**config.mk**
```make
export PLATFORM = sky130hd
export DESIGN_NAME = bk_cskip_pipe
export DESIGN_NICKNAME = d
export VERILOG_FILES = /design/src/rtl/bk_cskip_pipe.sv
export SDC_FILE = /design/constraint.sdc
export NUM_CORES = 1
export LEC_CHECK = 0
export CAP_MARGIN = 20
export CORE_MARGIN = 2
export CORE_UTILIZATION = 40
export DETAILED_ROUTE_END_ITERATION = 16
export GPL_ROUTABILITY_DRIVEN = 0
export PLACE_DENSITY = 0.65
export SKIP_CTS_REPAIR_TIMING = 1
export SYNTH_ARGS = -nofsm -noshare
export SYNTH_HDL_FRONTEND = slang
export SYNTH_SLANG_ARGS = --single-unit
export TNS_END_PERCENT = 50
```
**constraint.sdc**
```tcl
create_clock -name clk -period 4.4 [get_ports clk]
set_input_delay 1.1 -clock clk [delete_from_list [all_inputs] [get_ports clk]]
set_output_delay 1.1 -clock clk [all_outputs]
set_load 0.02 [all_outputs]
```
**src/rtl/bk_cskip_pipe.sv**
```systemverilog
// Pipelined carry-skip adder/subtractor built from Brent-Kung blocks; each stage resolves
// BLK_PER_STAGE blocks and passes its carry plus the unconsumed operand bits downstream.
module bk_cskip_pipe #(
  parameter int unsigned WIDTH         = 32,
  parameter int unsigned BLK           = 4,
  parameter int unsigned BLK_PER_STAGE = 2
) (
  input  logic                   clk,
  input  logic                   rst_n,
  input  logic                   flush,
  input  logic                   in_valid,
  output logic                   in_ready,
  input  logic [WIDTH-1:0]       a,
  input  logic [WIDTH-1:0]       b,
  input  logic                   cin,
  input  logic                   sub,
  output logic                   out_valid,
  input  logic                   out_ready,
  output logic [WIDTH-1:0]       sum,
  output logic                   cout,
  output logic                   ovf,
  output logic [WIDTH/BLK-1:0]   skip_mask
);

  localparam int unsigned NBLK = WIDTH / BLK;
  localparam int unsigned LAT  = NBLK / BLK_PER_STAGE;
  localparam int unsigned SW   = BLK * BLK_PER_STAGE;

  if ((WIDTH % BLK) != 0 || (NBLK % BLK_PER_STAGE) != 0 || BLK < 2 ||
      (BLK & (BLK - 1)) != 0) begin : g_param_err
    $error("bk_cskip_pipe: illegal WIDTH/BLK/BLK_PER_STAGE combination");
  end

  // Brent-Kung prefix over one block; returns {carry_out, sum}.
  function automatic logic [BLK:0] bk_add(input logic [BLK-1:0] x, input logic [BLK-1:0] y,
                                          input logic ci);
    logic [BLK-1:0] g, p, p0, s;
    logic [BLK:0]   c;
    g  = x & y;
    p  = x ^ y;
    p0 = p;
    for (int d = 1; d < BLK; d = d * 2) begin
      for (int i = 2 * d - 1; i < BLK; i = i + 2 * d) begin
        g[i] = g[i] | (p[i] & g[i-d]);
        p[i] = p[i] & p[i-d];
      end
    end
    for (int d = BLK / 4; d >= 1; d = d / 2) begin
      for (int i = 3 * d - 1; i < BLK; i = i + 2 * d) begin
        g[i] = g[i] | (p[i] & g[i-d]);
        p[i] = p[i] & p[i-d];
      end
    end
    c[0] = ci;
    for (int i = 0; i < BLK; i++) begin
      c[i+1] = g[i] | (p[i] & ci);
    end
    s = p0 ^ c[BLK-1:0];
    return {c[BLK], s};
  endfunction

  logic [LAT-1:0]  v_q;
  logic [LAT:0]    en;
  logic [WIDTH-1:0] a_q    [LAT];
  logic [WIDTH-1:0] bb_q   [LAT];
  logic [WIDTH-1:0] sum_q  [LAT];
  logic [NBLK-1:0]  skip_q [LAT];
  logic [LAT-1:0]   c_q;
  logic             ovf_q;

  logic [WIDTH-1:0] src_a    [LAT];
  logic [WIDTH-1:0] src_bb   [LAT];
  logic [WIDTH-1:0] src_sum  [LAT];
  logic [NBLK-1:0]  src_skip [LAT];
  logic [LAT-1:0]   src_c;
  logic [LAT-1:0]   src_v;
  logic [WIDTH-1:0] a_d    [LAT];
  logic [WIDTH-1:0] bb_d   [LAT];
  logic [WIDTH-1:0] sum_d  [LAT];
  logic [NBLK-1:0]  skip_d [LAT];
  logic [LAT-1:0]   c_d;
  logic             ovf_d;

  // A stage may load when empty or when everything downstream of it moves this cycle.
  always_comb begin
    en      = '0;
    en[LAT] = out_ready;
    for (int k = LAT - 1; k >= 0; k--) begin
      en[k] = ~v_q[k] | en[k+1];
    end
  end

  assign in_ready = en[0];

  always_comb begin
    logic [BLK-1:0] x, y;
    logic [BLK:0]   r;
    logic           carry, gp;
    int unsigned    blk;
    x     = '0;
    y     = '0;
    r     = '0;
    carry = 1'b0;
    gp    = 1'b0;
    blk   = 0;

    src_a[0]    = a;
    src_bb[0]   = sub ? ~b : b;
    src_sum[0]  = '0;
    src_skip[0] = '0;
    src_c[0]    = cin ^ sub;
    src_v[0]    = in_valid;
    for (int k = 1; k < LAT; k++) begin
      src_a[k]    = a_q[k-1];
      src_bb[k]   = bb_q[k-1];
      src_sum[k]  = sum_q[k-1];
      src_skip[k] = skip_q[k-1];
      src_c[k]    = c_q[k-1];
      src_v[k]    = v_q[k-1];
    end

    for (int k = 0; k < LAT; k++) begin
      carry     = src_c[k];
      sum_d[k]  = src_sum[k];
      skip_d[k] = src_skip[k];
      for (int j = 0; j < BLK_PER_STAGE; j++) begin
        blk   = k * BLK_PER_STAGE + j;
        x     = src_a[k][j*BLK +: BLK];
        y     = src_bb[k][j*BLK +: BLK];
        gp    = &(x ^ y);
        r     = bk_add(x, y, carry);
        sum_d[k][blk*BLK +: BLK] = r[BLK-1:0];
        skip_d[k][blk] = gp;
        carry = gp ? carry : r[BLK];
      end
      c_d[k]  = carry;
      // Consumed operand bits are shifted out; later stages always work on the low SW bits.
      a_d[k]  = src_a[k] >> SW;
      bb_d[k] = src_bb[k] >> SW;
    end

    ovf_d = src_a[LAT-1][SW-1] ^ src_bb[LAT-1][SW-1] ^ sum_d[LAT-1][WIDTH-1] ^ c_d[LAT-1];
  end

  always_ff @(posedge clk or negedge rst_n) begin
    if (!rst_n) begin
      v_q   <= '0;
      c_q   <= '0;
      ovf_q <= 1'b0;
      for (int k = 0; k < LAT; k++) begin
        a_q[k]    <= '0;
        bb_q[k]   <= '0;
        sum_q[k]  <= '0;
        skip_q[k] <= '0;
      end
    end else begin
      for (int k = 0; k < LAT; k++) begin
        if (flush) begin
          v_q[k] <= 1'b0;
        end else if (en[k]) begin
          v_q[k] <= src_v[k];
        end
        if (en[k] && src_v[k]) begin
          a_q[k]    <= a_d[k];
          bb_q[k]   <= bb_d[k];
          sum_q[k]  <= sum_d[k];
          skip_q[k] <= skip_d[k];
          c_q[k]    <= c_d[k];
        end
      end
      if (en[LAT-1] && src_v[LAT-1]) begin
        ovf_q <= ovf_d;
      end
    end
  end

  assign out_valid = v_q[LAT-1];
  assign sum       = sum_q[LAT-1];
  assign cout      = c_q[LAT-1];
  assign ovf       = ovf_q;
  assign skip_mask = skip_q[LAT-1];

endmodule
```
==> out/results.ini <==
[timing]
rsz0062_at_grt = no
maxSlewHeadroom = 0.469
hold_violations = 0
post-route-period-util = 0.811
drv_slew = 0
tightestPinTransition_ps = 796
setup_viol = 0
finalCriticalPeriod_ps = 3570
tns_ps = 0
finClkSkew_ps = 14.9
fmax_mhz = 280

[die]
die_x_um = 156
ioPinCount = 115
rows = 55
fp.dieArea_mm2 = 0.0243
core_area_mm2 = 0.0226
die_y_um = 156
initial_core_util = 0.407

[critical_path]
path_cells = clkdlybuf4s50_1 > nor2b_4 > nand4_2 > clkdlybuf4s50_1
path_delay_family = buffers and inverters
worst_path_max_delay_cell = clkdlybuf4s50_1
cp_common_cell = clkdlybuf4s50_1
crit_type = primary input to output port
arrival_ps = 2470
path_max_fanout = 6
end_kind = output port
start_kind = primary input
cpPeakStageDelay_ps = 580
worstPathRequired_ps = 3300
cp.buffers_inverters = 2

[yosys]
synth_top_area_share = 0.556
yosysTopAreaCell = dfrtp_1
post-synth-top-count-cell = dfrtp_1
syn-num-nets = 828
synth-simple-area-share = 0.0505
synthAdderAreaFrac = 0.0608
synth_mux_area_frac = 0.165
synth_top_family_by_area = multiplexers
synthDistinctLibCells = 40
synth_edf_count = 0
ys.flop_type = dfrtp_1
syn_area_mm2 = 0.00922
avgSynthCellArea_um2 = 12.9
synthTopCellsByCount = dfrtp_1, mux2_2, nand2_1, o21ai_0, xnor2_1
yosysSeqAreaShare = 0.556
synthXorXnorAreaFrac = 0.0571
yosys-top-cells-area = dfrtp_1, mux2_2, ha_1, o21ai_0, xnor2_1
ys_ff_latch = 205
async_flop_share = 1.00
synth_cells = 717
synth-compound-area-share = 0.0846
ys.warnings.count = 0

[finish]
num_antenna_cells = 0
n_fill_cell = 2013
syn2layout_area_growth_pct = 24.0
multi_input_area_mm2 = 0.00387
seq_area_mm2 = 0.00513
nets = 946
drive_gt1_frac = 0.234
final_cells = 1134

[placement]
dp_hpwl_um = 12000
io_buffers = 114
dp_cells = 1095

[detailed_routing]
wire_per_inst_um = 15.4
drt_iter0_drc = 150
via_per_inst = 4.92
drc = 0
first_pass_iters = 4
route.vias.total = 5584
final_antenna_net_count = 0
routed_wl_um = 17500

[global_routing]
grt.busiest_layer = met2
grt_pass1_vias = 5701
grt_use_met1 = 0.210
grtUsageTotal = 0.150
antenna_found_initial = 1
use_met2 = 0.239
grt_pass1_wl_um = 29300
grt_max_degree = 87
met3_usage = 0.0353
overflow = 0

[clocking]
cts.sinks = 205
root_buffer = clkbuf_16
clock_latency_ps = 500
htree_num_levels = 1
path_clk_slew_ps = 60
cts_tree = yes
clock_path_buffers = 3
numCtsBuffers = 23

[pwr]
cellPowerDensity_mw_per_mm2 = 568
p_leak_nw = 5.10
max-vdd-ir-drop_mv = 0.320

[outcome]
status = finished clean

[worst_hold_path]
min_path_type = register to register

[run]
cap_viol_max_count = 0

[tightest hold or removal path, delay by kind of cell, from the launching register on]
family             cells  cell delay (ps)
AOI/OAI and AO/OA      1               60
and+or+nand+nor        1               50
DFF                    1              330
[power by group]
part / internal (mW) / switching (mW)
logic: 1.00 / 0.887
registers: 2.41 / 0.290
clock network: 1.17 / 0.743
total: 4.58 / 1.92
[area by class of cell]
class                           instances  share of cell area
Timing Repair Buffer                  125               0.111
Sequential cell                       205               0.448
Inverter                               16             0.00525
Clock inverter                         11              0.0122
Tap cell                              285              0.0312
Clock buffer                           28              0.0537
Multi-Input combinational cell        464               0.338
[worst paths after layout]
| check | start | endpoint | slack, ps | cells past startpoint |
|---|---|---|---|---|
| max in group asynchronous | rst_n | src_sum[68] | 2890 | 2 |
| min | skip_d[5] | skip_d[5] | 470 | 2 |
| min reg2reg | skip_d[5] | skip_d[5] | 470 | 2 |
| min in group asynchronous | rst_n | sum[23] | 630 | 1 |
| max reg2reg | a_q[65] | src_sum[20] | 2120 | 6 |
| max | out_ready | in_ready | 830 | 4 |
[cells in the final DEF (no fill, tap or decap), types with 4 or more instances in the layout]
master           count
dfrtp_1            205
mux2_2             135
clkdlybuf4s50_1    112
nand2_1             68
o21ai_0             65
xnor2_1             37
ha_1                32
clkbuf_16           23
xor2_1              20
a21oi_1             19
inv_1               16
a21o_1              13
nor2_1               9
fa_1                 8
buf_4                7
nand4_1              6
o21bai_1             6
nand3_1              5
clkinv_2             5
o21ai_1              4
nand2b_1             4
buf_12               4
[registers in the layout, indices dropped and copies added, names as in the netlist]
| register | flops |
|---|---|
| a_d | 24 |
| bb_d | 24 |
| v_q | 4 |
| bb_q | 24 |
| sum | 32 |
| skip_d | 12 |
| src_sum | 48 |
| ovf | 1 |
| c_q | 4 |
| a_q | 24 |
| skip_mask | 8 |
[logic make-up (layout without fill, tap and decap cells)]
logic type / after synthesis / after routing
flops: 205 / 205
mux: 135 / 135
compound gates: 126 / 126
simple gates: 105 / 105
xor+xnor: 58 / 58
buf+inv: 48 / 180
fa+ha+maj: 40 / 40
[metal layers]
layer  wire length (µm)  up-vias
met3                893       20
met1               8390     2716
met5                  0        -
met4                306        0
met2               7900      110
li1                   -     2738
[metrics by stage]
step	worst slack (ps)	util	instance area (µm²)	hold WS [ps]	power, mW
CTS	829	0.505	11400	479	6.59
floorplan	1010	-	9220	446	3.92
global placement	762	0.472	10700	458	4.60
detailed placement	748	0.472	10700	466	4.65
global route	771	0.505	11400	500	6.92
finish	831	0.505	11400	473	6.50
Power figures use the tool's default switching activity.
==> variant: new RTL, config.mk and constraints unchanged <==
Register the output `ovf` once more, cleared by the reset; this adds one clock of latency there. The other outputs are not delayed to match.
--- a/src/rtl/bk_cskip_pipe.sv
+++ b/src/rtl/bk_cskip_pipe.sv
@@ -177,7 +177,13 @@
   assign out_valid = v_q[LAT-1];
   assign sum       = sum_q[LAT-1];
   assign cout      = c_q[LAT-1];
-  assign ovf       = ovf_q;
+  always_ff @(posedge clk or negedge rst_n) begin
+    if (!rst_n) begin
+      ovf <= '0;
+    end else begin
+      ovf <= ovf_q;
+    end
+  end
   assign skip_mask = skip_q[LAT-1];
 
 endmodule
Check against the original RTL: not equivalent (Yosys sat finds a counterexample within 10 cycles, from zero or initial values and one cycle with rst_n low).
==> variant against the unedited design <==
  * Worst setup slack worse by 0.060 ns
  * Area after synthesis rose by 0.27%
  * Sequential share of layout area grew 0.33 points
  * Clock power down 7%
  * Sequential cell count grew 1
  * Final area fell by 0.24%
  * Fmax shrank 1.7%
  * Clock skew fell by 0.0058 ns
  * Die area up 0.26%
  * Combinational power is 3% lower
  * Wire length decreased by 0.59%
  * Synthesized cell count grew 0.42%
  * Power is 2.8% lower
  * Critical endpoint unchanged
  * Largest cell class unchanged
==> variant: results (changes against the unedited design) <==
[outcome]
status = finished, final reports clean

[worst_hold_path]
worstHoldEndpoint = ovf
hold_depth = 0  ; -2
hp-start = ovf_q

[grt]
use_met3 = 0.0331  ; -0.00222
antenna_found_initial = 0  ; -1
use_met1 = 0.201  ; -0.00958
grt_pass1_vias = 5657  ; -0.77%
grt_max_degree = 100  ; +15%
grt_pass1_wl_um = 28800  ; -1.8%
grt_use_total = 0.147  ; -0.00303
met2_usage = 0.238  ; -0.000632

[die]
initial_core_util = 0.409  ; +0.00111

[pwr]
p_int_uw = 4410  ; -3.7%
leakage_uw = 0.00511  ; +0.22%
power.density_nw_per_um2 = 554  ; -2.5%

[worst_setup_path]
crit_path_max_incr_delay_ns = 0.60  ; +0.02 ns
worstReg2RegStart = a_q[34]
r2r_end = sum[28]
critPathMaxFanout = 6  ; unchanged
arrival_ns = 2.53  ; +0.06 ns

[finish]
drive_gt1_frac = 0.0692  ; -0.165
final_nets = 949  ; +0.32%
finalNonFillerCells = 1137  ; +0.26%

[route]
dr_wl_met3_um = 902  ; +1.0%
dr_wl_met2_um = 7970  ; +0.81%
vias = 5613  ; +0.52%
avgRoutedWirePerCell_um = 15.3  ; -0.85%
first_iter_violations = 286  ; +91%
drt-met1-wl_um = 8250  ; -1.6%

[synth]
synthTopCellsByArea = dfrtp_1 56%, mux2_1 17%, ha_1 4.3%, xnor2_1 3.6%, o21ai_1 3.4%
synth_xor_area_frac = 0.0570  ; -0.000155
synthAdderAreaFrac = 0.0606  ; -0.000164
yosysSeqAreaShare = 0.557  ; +0.00120
syn-num-nets = 831  ; +0.36%
synthTopCellsByCount = 206 x dfrtp_1, 136 x mux2_1, 68 x nand2_1, 63 x o21ai_1, 38 x xnor2_1
synthMuxAreaShare = 0.166  ; +0.000772
synth_compound_area_frac = 0.0833  ; -0.00131
ys_types = 39  ; -2.5%
ys.flop_type = dfrtp_1
postSynthCellCount = 720  ; +0.42%

[sta]
worst_slack_ns = 0.771  ; -0.0602 ns
slew_headroom = 0.621  ; +0.152
finalClockSkew_ns = 0.00905  ; -0.00580 ns

[place]
post-dp-hpwl_um = 11800  ; -1.2%

[clock_tree]
clkSlewWorstSetupHoldPaths_ns = 0.06  ; about the same

==> variant: power groups by stage <==
stage / Combinational (uW) / Clock (uW) / Sequential [uW]
floorplan: 1010 / 0 / 2860
CTS: 1870 / 1830 / 2710
detailed placement: 1860 / 0 / 2740
global route: 2040 / 1910 / 2770
finish: 1840 / 1780 / 2700
global placement: 1830 / 0 / 2730
==> variant: layout make-up <==
| cell class | instances | area, um^2 |
|---|---|---|
| fill | 2026 | 11200 |
| sequential | 206 | 5150 |
| multi-input combinational | 465 | 3860 |
| timing repair buffer | 126 | 1280 |
| clock buffer | 33 | 673 |
| tap | 285 | 357 |
| inverter | 16 | 60.1 |
| clock inverter | 6 | 30.0 |
==> variant: stage by stage <==
step | instance area [um^2] | hold slack (ns)
2_1_floorplan | 9250 | 0.354
4_1_cts | 11400 | 0.387
6_report | 11400 | 0.385
3_5_place_dp | 10700 | 0.374
5_1_grt | 11400 | 0.400
3_3_place_gp | 10700 | 0.372
